--- src/rtl/sha256_block_padder.sv ---
// SHA-256 message padder: streams a NUM_OF_WORDS-word message from synchronous memory as
// padded 512-bit blocks, one 32-bit word per valid/ready handshake.
module sha256_block_padder #(
    parameter int unsigned NUM_OF_WORDS = 20
) (
    input  logic        clk,
    input  logic        reset,
    input  logic        start,
    input  logic [15:0] message_addr,
    output logic        mem_clk,
    output logic        mem_we,
    output logic [15:0] mem_addr,
    input  logic [31:0] mem_read_data,
    output logic        out_valid,
    input  logic        out_ready,
    output logic [31:0] out_word,
    output logic        out_block_end,
    output logic        out_last,
    output logic        busy,
    output logic        done
);

    localparam int unsigned NumBlocks = (NUM_OF_WORDS + 2) / 16 + 1;
    localparam logic [63:0] BitLen    = 64'(NUM_OF_WORDS) * 64'd32;
    localparam logic [15:0] MsgWords  = 16'(NUM_OF_WORDS);
    localparam logic [15:0] LenHiWord = 16'(16 * NumBlocks - 2);
    localparam logic [15:0] LenLoWord = 16'(16 * NumBlocks - 1);
    localparam logic [7:0]  LastBlk   = 8'(NumBlocks - 1);

    typedef enum logic [1:0] {StIdle, StFetch, StEmit, StDone} state_e;

    state_e      state_q, state_d;
    logic [15:0] base_q, base_d;
    logic [7:0]  blk_q, blk_d;
    logic [4:0]  cnt_q, cnt_d;
    logic [31:0] blk_buf_q [16];
    logic [31:0] blk_buf_d [16];

    logic [15:0] blk_base;
    logic [3:0]  wr_idx;
    logic [15:0] g;
    logic [31:0] fill_word;

    assign mem_clk  = clk;
    assign mem_we   = 1'b0;
    assign blk_base = {4'b0, blk_q, 4'b0};
    // Read data lags the address by one cycle, so FETCH step f fills slot f-1.
    assign wr_idx   = cnt_q[3:0] - 4'd1;
    assign g        = blk_base + {12'b0, wr_idx};

    always_comb begin
        fill_word = 32'h0;
        if (g < MsgWords) begin
            fill_word = mem_read_data;
        end else if (g == MsgWords) begin
            fill_word = 32'h8000_0000;
        end else if (g == LenHiWord) begin
            fill_word = BitLen[63:32];
        end else if (g == LenLoWord) begin
            fill_word = BitLen[31:0];
        end
    end

    always_comb begin
        state_d       = state_q;
        base_d        = base_q;
        blk_d         = blk_q;
        cnt_d         = cnt_q;
        blk_buf_d     = blk_buf_q;
        mem_addr      = 16'h0;
        out_valid     = 1'b0;
        out_word      = 32'h0;
        out_block_end = 1'b0;
        out_last      = 1'b0;
        busy          = 1'b0;
        done          = 1'b0;
        // Outputs are forced quiet for the whole reset cycle, not just after the edge.
        if (!reset) begin
            busy = (state_q != StIdle);
            case (state_q)
                StIdle: begin
                    if (start) begin
                        base_d  = message_addr;
                        blk_d   = 8'd0;
                        cnt_d   = 5'd0;
                        state_d = StFetch;
                    end
                end
                StFetch: begin
                    if (!cnt_q[4]) begin
                        mem_addr = base_q + blk_base + {12'b0, cnt_q[3:0]};
                    end
                    if (cnt_q != 5'd0) begin
                        blk_buf_d[wr_idx] = fill_word;
                    end
                    if (cnt_q == 5'd16) begin
                        cnt_d   = 5'd0;
                        state_d = StEmit;
                    end else begin
                        cnt_d = cnt_q + 5'd1;
                    end
                end
                StEmit: begin
                    out_valid     = 1'b1;
                    out_word      = blk_buf_q[cnt_q[3:0]];
                    out_block_end = (cnt_q == 5'd15);
                    out_last      = (cnt_q == 5'd15) && (blk_q == LastBlk);
                    if (out_ready) begin
                        if (cnt_q == 5'd15) begin
                            cnt_d = 5'd0;
                            if (blk_q == LastBlk) begin
                                state_d = StDone;
                            end else begin
                                blk_d   = blk_q + 8'd1;
                                state_d = StFetch;
                            end
                        end else begin
                            cnt_d = cnt_q + 5'd1;
                        end
                    end
                end
                StDone: begin
                    done    = 1'b1;
                    state_d = StIdle;
                end
                default: state_d = StIdle;
            endcase
        end
    end

    always_ff @(posedge clk) begin
        if (reset) begin
            state_q <= StIdle;
            base_q  <= 16'h0;
            blk_q   <= 8'd0;
            cnt_q   <= 5'd0;
            for (int i = 0; i < 16; i++) begin
                blk_buf_q[i] <= 32'h0;
            end
        end else begin
            state_q   <= state_d;
            base_q    <= base_d;
            blk_q     <= blk_d;
            cnt_q     <= cnt_d;
            blk_buf_q <= blk_buf_d;
        end
    end

endmodule

--- config.mk ---
export PLATFORM = sky130hd
export DESIGN_NAME = sha256_block_padder
export DESIGN_NICKNAME = d
export VERILOG_FILES = /design/src/rtl/sha256_block_padder.sv
export SDC_FILE = /design/constraint.sdc
export NUM_CORES = 1
export LEC_CHECK = 0
export ABC_AREA = 1
export BUFFER_PORTS_ARGS = -buffer_cell sky130_fd_sc_hd__clkbuf_2
export CAP_MARGIN = 10
export CORE_MARGIN = 5
export CORE_UTILIZATION = 39
export DETAILED_ROUTE_END_ITERATION = 16
export SETUP_SLACK_MARGIN = 0.5
export SKIP_LAST_GASP = 1
export SLEW_MARGIN = 20
export SYNTH_ARGS = -nofsm -noshare
export SYNTH_HDL_FRONTEND = slang
export SYNTH_SLANG_ARGS = --single-unit
--- constraint.sdc ---
create_clock -name clk -period 2.51 [get_ports clk]
set_input_delay 0.3765 -clock clk [delete_from_list [all_inputs] [get_ports clk]]
set_output_delay 0.3765 -clock clk [all_outputs]
set_load 0.02 [all_outputs]
* Word-level counts from Yosys, hierarchy flattened *
Cells that the tools add are included.

storage, ports and cells
  logic and storage cells = 98
  input bits = 52
  register bits = 543
  output and inout bits = 55

operators by class
  equality and inequality tests = 14
  bitwise logic cells = 2
  add/sub/neg operators = 6
  order comparisons = 4
  multiplexer cells = 40
  reduce and logical (&&, ||, !) cells = 12

operators by type and width
  kind                                                          number
  bitwise mux 512 bit                                           1
  two-way mux 32 bit                                            7
  binary-select mux 32 bit (select 4 bit)                       1
  demux 32 bit (select 4 bit)                                   1
  two-way mux 16 bit                                            3
  equality test 13 x 5 -> 1 bit (second input constant)         3
  two-way mux 8 bit                                             4
  two-way mux 10 bit                                            2
  two-way mux 5 bit                                             4
  adder 16 x 12 -> 16 bit                                       1
  adder 16 x 4 -> 16 bit                                        1
  one-hot mux 8 bit (2 select lines)                            1
  one-hot mux 5 bit (3 select lines)                            1
  adder 12 x 4 -> 13 bit                                        1
  less-than comparator 13 x 5 -> 1 bit (second input constant)  1
  >= comparator 5 bit (second input constant)                   2
  two-way mux 2 bit                                             5
  inequality test 2 bit (second input constant)                 5
  inverter 4 -> 5 bit                                           2
  two-way mux 1 bit                                             9
  adder 8 x 1 -> 8 bit (second input constant)                  1
  equality test 8 x 1 -> 1 bit (second input constant)          1
  one-hot mux 2 bit (4 select lines)                            1
  adder 5 x 1 -> 5 bit (second input constant)                  1
  15 further kinds                                              19

* Logic depth before layout (Yosys ltp) *
Gate-level depths: netlist of the first run.

  word-level depth = 8
  depth in mapped cells = 17
  gate-level depth less buffers = 12

==> flow_metrics.env, run 1 <==
export IMPL_route_top_layer_used="met4"
export IMPL_yosys_area_top_type="dfxtp_1"
export IMPL_synth_seq_area_share_pct=39.3
export IMPL_detailed_place_hpwl_um=49600
export IMPL_synth_cell_types=35
export IMPL_cp_arrival_ps=2400
export IMPL_die_w_um=276
export IMPL_global_route_usage_total_pct=22.3
export IMPL_critical_path_startpoint_type="register"
export IMPL_clk_insertion_delay_late_ps=650
export IMPL_min_to="base_q[3]"
export IMPL_antenna_found_initial=1
export IMPL_syn_mean_instance_area_um2=6.55
export IMPL_vdd_drop_max_mv=0.709
export IMPL_count_of_unresolved_drc_violations_after_routing=0
export IMPL_run_status="complete, but fails checks"
export IMPL_yosys_top_cells_area="dfxtp_1 39%, inv_1 15%, a21oi_1 14%"
export IMPL_cts_buffers_inserted=59
export IMPL_worstSetupPathType="reg -> out"
export IMPL_route_vias_total=26500
export IMPL_cells_after_synthesis=4226
export IMPL_final_max_slew_violation_count=0
export IMPL_first_pass_iters=5
export IMPL_synthArstFlopShare_pct=0
export IMPL_num_nets_final=4348
export IMPL_antenna_cells_inserted=0
export IMPL_clk_pin_slew_ps=70
export IMPL_finalSetupViolations=46
export IMPL_timing_worst_slew_pin_value_ps=1050
export IMPL_leakagePower_nw=16.5
export IMPL_pin_count_of_the_biggest_net_entering_global_routing=200
export IMPL_mappedNetlistNets=4306
export IMPL_gp_routability_congestion=0.831
export IMPL_finalCritPeriodShare_pct=111
export IMPL_cts_max_path_buffers=3
export IMPL_violations="setup timing"
export IMPL_power_share_combinational_pct=25.5
export IMPL_dieArea_mm2=0.0764
export IMPL_grt_pass1_wl_um=138000
export IMPL_synth_largest_type_area_fraction_pct=39.3
export IMPL_yosys_top_cells_count="1,080 x inv_1, 783 x a21oi_1, 622 x o21ai_0"
export IMPL_drt_iter0_drc=2586
export IMPL_std_cell_rows=97
export IMPL_synthesis_yosys_warnings=0
export IMPL_crit_required_ps=2130
export IMPL_register_bit_count_reported_by_yosys=543
export IMPL_switching_share_pct=32.5
export IMPL_power_density_mw_per_mm2=704
export IMPL_chipHeight_um=276
export IMPL_initial_utilization_pct=39.4
export IMPL_port_buffers=105
export IMPL_crit_reg2reg_capture="blk_buf_q[75]"
export IMPL_finClkSkew_ps=46.7
export IMPL_final_layout_size_suffix_gt1_share_pct=14.6
export IMPL_achievable_frequency_mhz=360
export IMPL_drt_wl_total_um=96500
export IMPL_finalCriticalPeriod_ps=2780
export IMPL_count_leader_synth="inv_1"
export IMPL_detail_route_antenna_nets=0
export IMPL_met3WireLength_um=5880
export IMPL_cell_internal_pwr_w=0.0164
export IMPL_p_sw_w=0.00789
export IMPL_avgRoutedWirePerCell_um=18.4
export IMPL_post_layout_total_power_w=0.0243
export IMPL_whs_path_depth=3
export IMPL_areaGrowthSynthToFinish_pct=24.6
export IMPL_met2_wirelength_um=44100
export IMPL_drt_met1_wl_um=43700
export IMPL_synth_ff_type="dfxtp_1"
export IMPL_detailed_place_area_mm2=0.0295
export IMPL_route_detailed_vias_per_inst=5.05
export IMPL_worstHoldStart="message_addr[3]"
export IMPL_unrepaired_setup_endpoints_after_global_routing="true"
export IMPL_timing_rr_start="cnt_q[0]"
export IMPL_r2r_setup_slack_ps=60
export IMPL_syn_cell_area_mm2=0.0277
export IMPL_power_frac_clock_pct=37.8
export IMPL_max_slew_margin_pct=30.0
export IMPL_crit_path_max_fanout=20
export IMPL_finalHoldViolCount=0
export IMPL_crit_path_end_kind="primary output"
export IMPL_final_critical_path_setup_slack_ps=-265
export IMPL_synth_enable_flop_cells=0
export IMPL_cts_htree_levels=2
export IMPL_finalInstanceArea_mm2=0.0345
export IMPL_first_global_vias=23100
export IMPL_cts_root_buf="clkbuf_16"
export IMPL_hold_class="in -> reg"
export IMPL_global_route_overflow_total=0
export IMPL_p_seq_share_pct=36.8
export IMPL_cts_tree="yes"
export IMPL_ioPinCount=107
export IMPL_placeableCoreArea_mm2=0.0701
export IMPL_max_cap_violation_count=0
export IMPL_ff2ff_path_depth=13
per-stage QoR:
step                      hold WS (ps)  instances  worst slack [ps]  utilization [%]  TNS, ps
after detailed placement           484       5053               180             42.1        0
after global routing              29.6       5251              -351             49.2   -12770
after floorplan                    450       4226               360                -        0
after global placement             476       5053               227             42.1        0
final                             18.9       5251              -265             49.2    -7640
after CTS                         3.65       5198              -270             47.2    -9300
area by class of cell:
type,instances,area [µm²]
clock inverters,12,221
multi-input cells,2294,12500
fillers,7085,35700
inverters,1086,4100
clock buffers,93,1800
repair buffers,283,3800
flip-flops and latches,543,10900
well taps,940,1180
critical path, cell delays in order (launching register included):
cell	delay (ps)
dfxtp_4	400
buf_16	190
buf_12	180
a21oi_1	150
o21ai_0	140
nand3_1	150
nand3_1	170
a21oi_2	220
clkbuf_8	170
power by group through the flow:
stage                     Clock [W]  Sequential [W]  Combinational (W)
final                       0.00917         0.00893            0.00619
after global routing        0.00965         0.00894            0.00664
after CTS                   0.00930         0.00892            0.00552
after detailed placement  0.0000370         0.00909            0.00461
after global placement    0.0000370         0.00909            0.00460
after floorplan           0.0000465         0.00906            0.00343
cell families after synthesis:
kind of cell / synth area share [%]
AO/OA/AOI/OAI: 28.6
XOR/XNOR: 0.222
adder cells (fa/ha/maj): 1.29
buffers and inverters: 19.6
flip-flops: 39.3
other: 0.0136
AND/OR/NAND/NOR: 11.0
state kept, by name, indices dropped and copies added, names as in the netlist:
register	cells
blk_q	8
blk_buf_q	512
base_q	16
cnt_q	5
state_q	2
worst max path at each step:
| stage | from | to | depth (start not counted) |
|---|---|---|---|
| final | cnt_q[0] | out_word[13] | 8 |
| after detailed placement | cnt_q[1] | blk_q[0] | 12 |
| after global placement | cnt_q[1] | out_word[8] | 9 |
| after CTS | cnt_q[0] | mem_addr[10] | 12 |
| after global routing | cnt_q[0] | out_word[13] | 8 |
| after floorplan | cnt_q[0] | blk_buf_q[297] | 17 |
per-layer routing:
layer,vias up,track usage [%]
met3,155,2.83
met2,853,36.8
met1,12200,30.9
met5,-,0
li1,13300,-
met4,0,6.08
what timing repair did:
item,in CTS,in global routing
cloned,22,22
hold endpoints to repair,0,0
pin swaps,47,74
buffers inserted,19,31
hold buffers,0,0
gates resized for setup,185,223
setup endpoints to repair,565,592
cells in the final DEF, fill, tap and decap left out, types with 25 or more instances in the layout:
cell       instances
o21ai_0          435
dfxtp_1          531
a21oi_1          707
nand2_1          276
buf_12            44
nor2_1           154
nor2_4            44
clkbuf_2          62
clkbuf_16         77
nand3_1          125
o21ai_1          327
clkbuf_8          38
buf_16            29
buf_4             76
a21oi_2           66
inv_1           1068
nand2_2           25
Note: power is estimated with default switching activity, not from simulation.
==> inputs of run 2 (changes only) <==
--- a/config.mk
+++ b/config.mk
@@ -6,7 +6,7 @@
 export NUM_CORES = 1
 export LEC_CHECK = 0
 export ABC_AREA = 1
-export BUFFER_PORTS_ARGS = -buffer_cell sky130_fd_sc_hd__clkbuf_2
+export BUFFER_PORTS_ARGS = -buffer_cell sky130_fd_sc_hd__buf_4
 export CAP_MARGIN = 10
 export CORE_MARGIN = 5
 export CORE_UTILIZATION = 39
==> run 2 against run 1 <==
The run still ends with setup timing left. Sequential power barely moved. Count of clock-buffer cells in the layout up 8. First-iteration DRC count up 4.7%. Combinational power increased by 9.9%. Power increased by 3.2%. Critical endpoint is now mem_addr[8].
==> flow_metrics.env, run 2 (synthesis results as in run 1) <==
export IMPL_achievable_frequency_mhz=340
export IMPL_r2r_setup_slack_ps=130
export IMPL_port_buffers=105
export IMPL_min_to="blk_buf_q[260]"
export IMPL_final_critical_path_setup_slack_ps=-427
export IMPL_areaGrowthSynthToFinish_pct=27.6
export IMPL_cp_arrival_ps=2560
export IMPL_drt_wl_total_um=99900
export IMPL_max_ffs_per_register=512
export IMPL_finalHoldViolCount=0
export IMPL_max_cap_violation_count=0
export IMPL_global_route_usage_total_pct=22.4
export IMPL_pin_count_of_the_biggest_net_entering_global_routing=222
export IMPL_final_cell_mix="1,070 x inv_1, 731 x a21oi_1, 530 x dfxtp_1"
export IMPL_detailed_place_hpwl_um=49600
export IMPL_finalInstanceArea_mm2=0.0353
export IMPL_fillCellCount=7064
export IMPL_worstHoldStart="mem_read_data[4]"
export IMPL_first_global_vias=23800
export IMPL_finalCritPeriodShare_pct=117
export IMPL_clk_pin_slew_ps=60
export IMPL_ioPinCount=107
export IMPL_route_detailed_vias_per_inst=5.08
export IMPL_max_flop_register="blk_buf_q"
export IMPL_chipHeight_um=276
export IMPL_leading_cell_type_in_the_layout_fill_and_taps_excluded="inv_1"
export IMPL_whs_path_depth=5
export IMPL_vdd_drop_max_mv=0.555
export IMPL_num_nets_final=4420
export IMPL_avgRoutedWirePerCell_um=18.8
export IMPL_top_regs="blk_buf_q (512), base_q (16), blk_q (8)"
export IMPL_worstSetupPathType="reg -> out"
export IMPL_violations="setup timing"
export IMPL_unrepaired_setup_endpoints_after_global_routing="true"
export IMPL_grt_pass1_wl_um=139000
export IMPL_run_status="complete, but fails checks"
export IMPL_crit_reg2reg_capture="blk_buf_q[79]"
export IMPL_timing_worst_slew_pin_value_ps=1090
export IMPL_pre_cts_slack_ps=189
export IMPL_detail_route_antenna_nets=0
export IMPL_count_of_unresolved_drc_violations_after_routing=0
export IMPL_cp_startpoint="cnt_q[0]"
export IMPL_crit_path_max_fanout=6
export IMPL_ff2ff_path_depth=16
export IMPL_gp_routability_congestion=0.848
export IMPL_power_density_mw_per_mm2=710
export IMPL_clk_insertion_delay_late_ps=750
export IMPL_max_slew_margin_pct=27.0
export IMPL_timing_rr_start="cnt_q[0]"
export IMPL_initial_utilization_pct=39.4
export IMPL_route_vias_total=27100
export IMPL_finalCriticalPeriod_ps=2940
export IMPL_std_cell_rows=97
export IMPL_post_layout_total_power_w=0.0251
export IMPL_finClkSkew_ps=14.6
export IMPL_drt_iter0_drc=2707
export IMPL_dieArea_mm2=0.0764
export IMPL_finalSetupViolations=48
export IMPL_leakagePower_nw=17.0
export IMPL_global_route_overflow_total=0
export IMPL_placeableCoreArea_mm2=0.0701
export IMPL_crit_required_ps=2130
export IMPL_final_max_slew_violation_count=0
export IMPL_final_layout_size_suffix_gt1_share_pct=14.8
export IMPL_die_w_um=276
export IMPL_critical_path_startpoint_type="register"
export IMPL_antenna_found_initial=0
export IMPL_detailed_place_area_mm2=0.0300
export IMPL_hold_class="in -> reg"
export IMPL_first_pass_iters=6
export IMPL_cts_tree="yes"
export IMPL_crit_path_end_kind="primary output"
## run 2: cell types whose count changed in the layout (fill, tap and decap cells not counted), sizes merged, moves of 2 or more
cell / delta
buf: +131
clkbuf: -77
dlygate4sd3: +17
bufbuf: +4
inv: +2
## run 2: worst max path at each step
stage / to / slack [ps]
finish: mem_addr[8] / -430
global route: mem_addr[8] / -550
global placement: out_word[10] / 180
floorplan: blk_buf_q[297] / 360
detailed placement: out_word[10] / 190
CTS: out_word[3] / -390
## run 2: metrics by stage
stage / std cells / utilization (%) / setup TNS, ps / hold WS, ps
global route: 5325 / 50.3 / -20540 / 45.0
floorplan: 4226 / - / 0 / 450
CTS: 5270 / 48.6 / -15110 / 80.4
finish: 5326 / 50.3 / -16060 / 35.2
detailed placement: 5073 / 42.7 / 0 / 484
global placement: 5073 / 42.7 / 0 / 473
## run 2: repair_timing
item,in CTS,in global routing
resized for setup,207,113
hold endpoints to repair,29,0
hold buffers,17,0
buffers inserted,50,25
gates cloned,20,30
setup endpoints to repair,579,593
pin swaps,44,38
## run 2: metal layers
metal | vias up | share of wire [%] | global-route usage, %
li1 | 13500 | - | -
met1 | 12300 | 43 | 31.2
met2 | 1066 | 45 | 37.1
met3 | 208 | 7.8 | 2.60
met4 | 0 | 3.5 | 6.20
met5 | - | 0 | 0
## run 2: area by class of cell
type                            count  area [µm²]  share of cell area, %
Multi-Input combinational cell   2293       12400                   35.1
Clock inverter                     10         161                  0.457
Sequential cell                   543       10900                   30.9
Tap cell                          940        1180                   3.33
Timing Repair Buffer              350        4650                   13.2
Inverter                         1086        4110                   11.6
Timing Repair inverter              2        17.5                 0.0496
Clock buffer                      101        1910                   5.40
Antenna cell                        1        2.50                0.00709
## run 2: report_power, final
part / switching (W) / internal [W] / total (W)
registers: 0.000155 / 0.00879 / 0.00894
clock network: 0.00377 / 0.00555 / 0.00932
logic: 0.00421 / 0.00259 / 0.00680
total: 0.00814 / 0.0169 / 0.0251
## run 2: critical path, stage by stage, from the launching register on
cell and delay (ps):
dfxtp_4 460, ha_4 180, inv_2 40, fa_2 330, inv_2 80, nand3_2 60, nand2_2 110, nand3_1 120
nand2_1 110, xnor2_1 140, nor2_2 60, buf_6 130
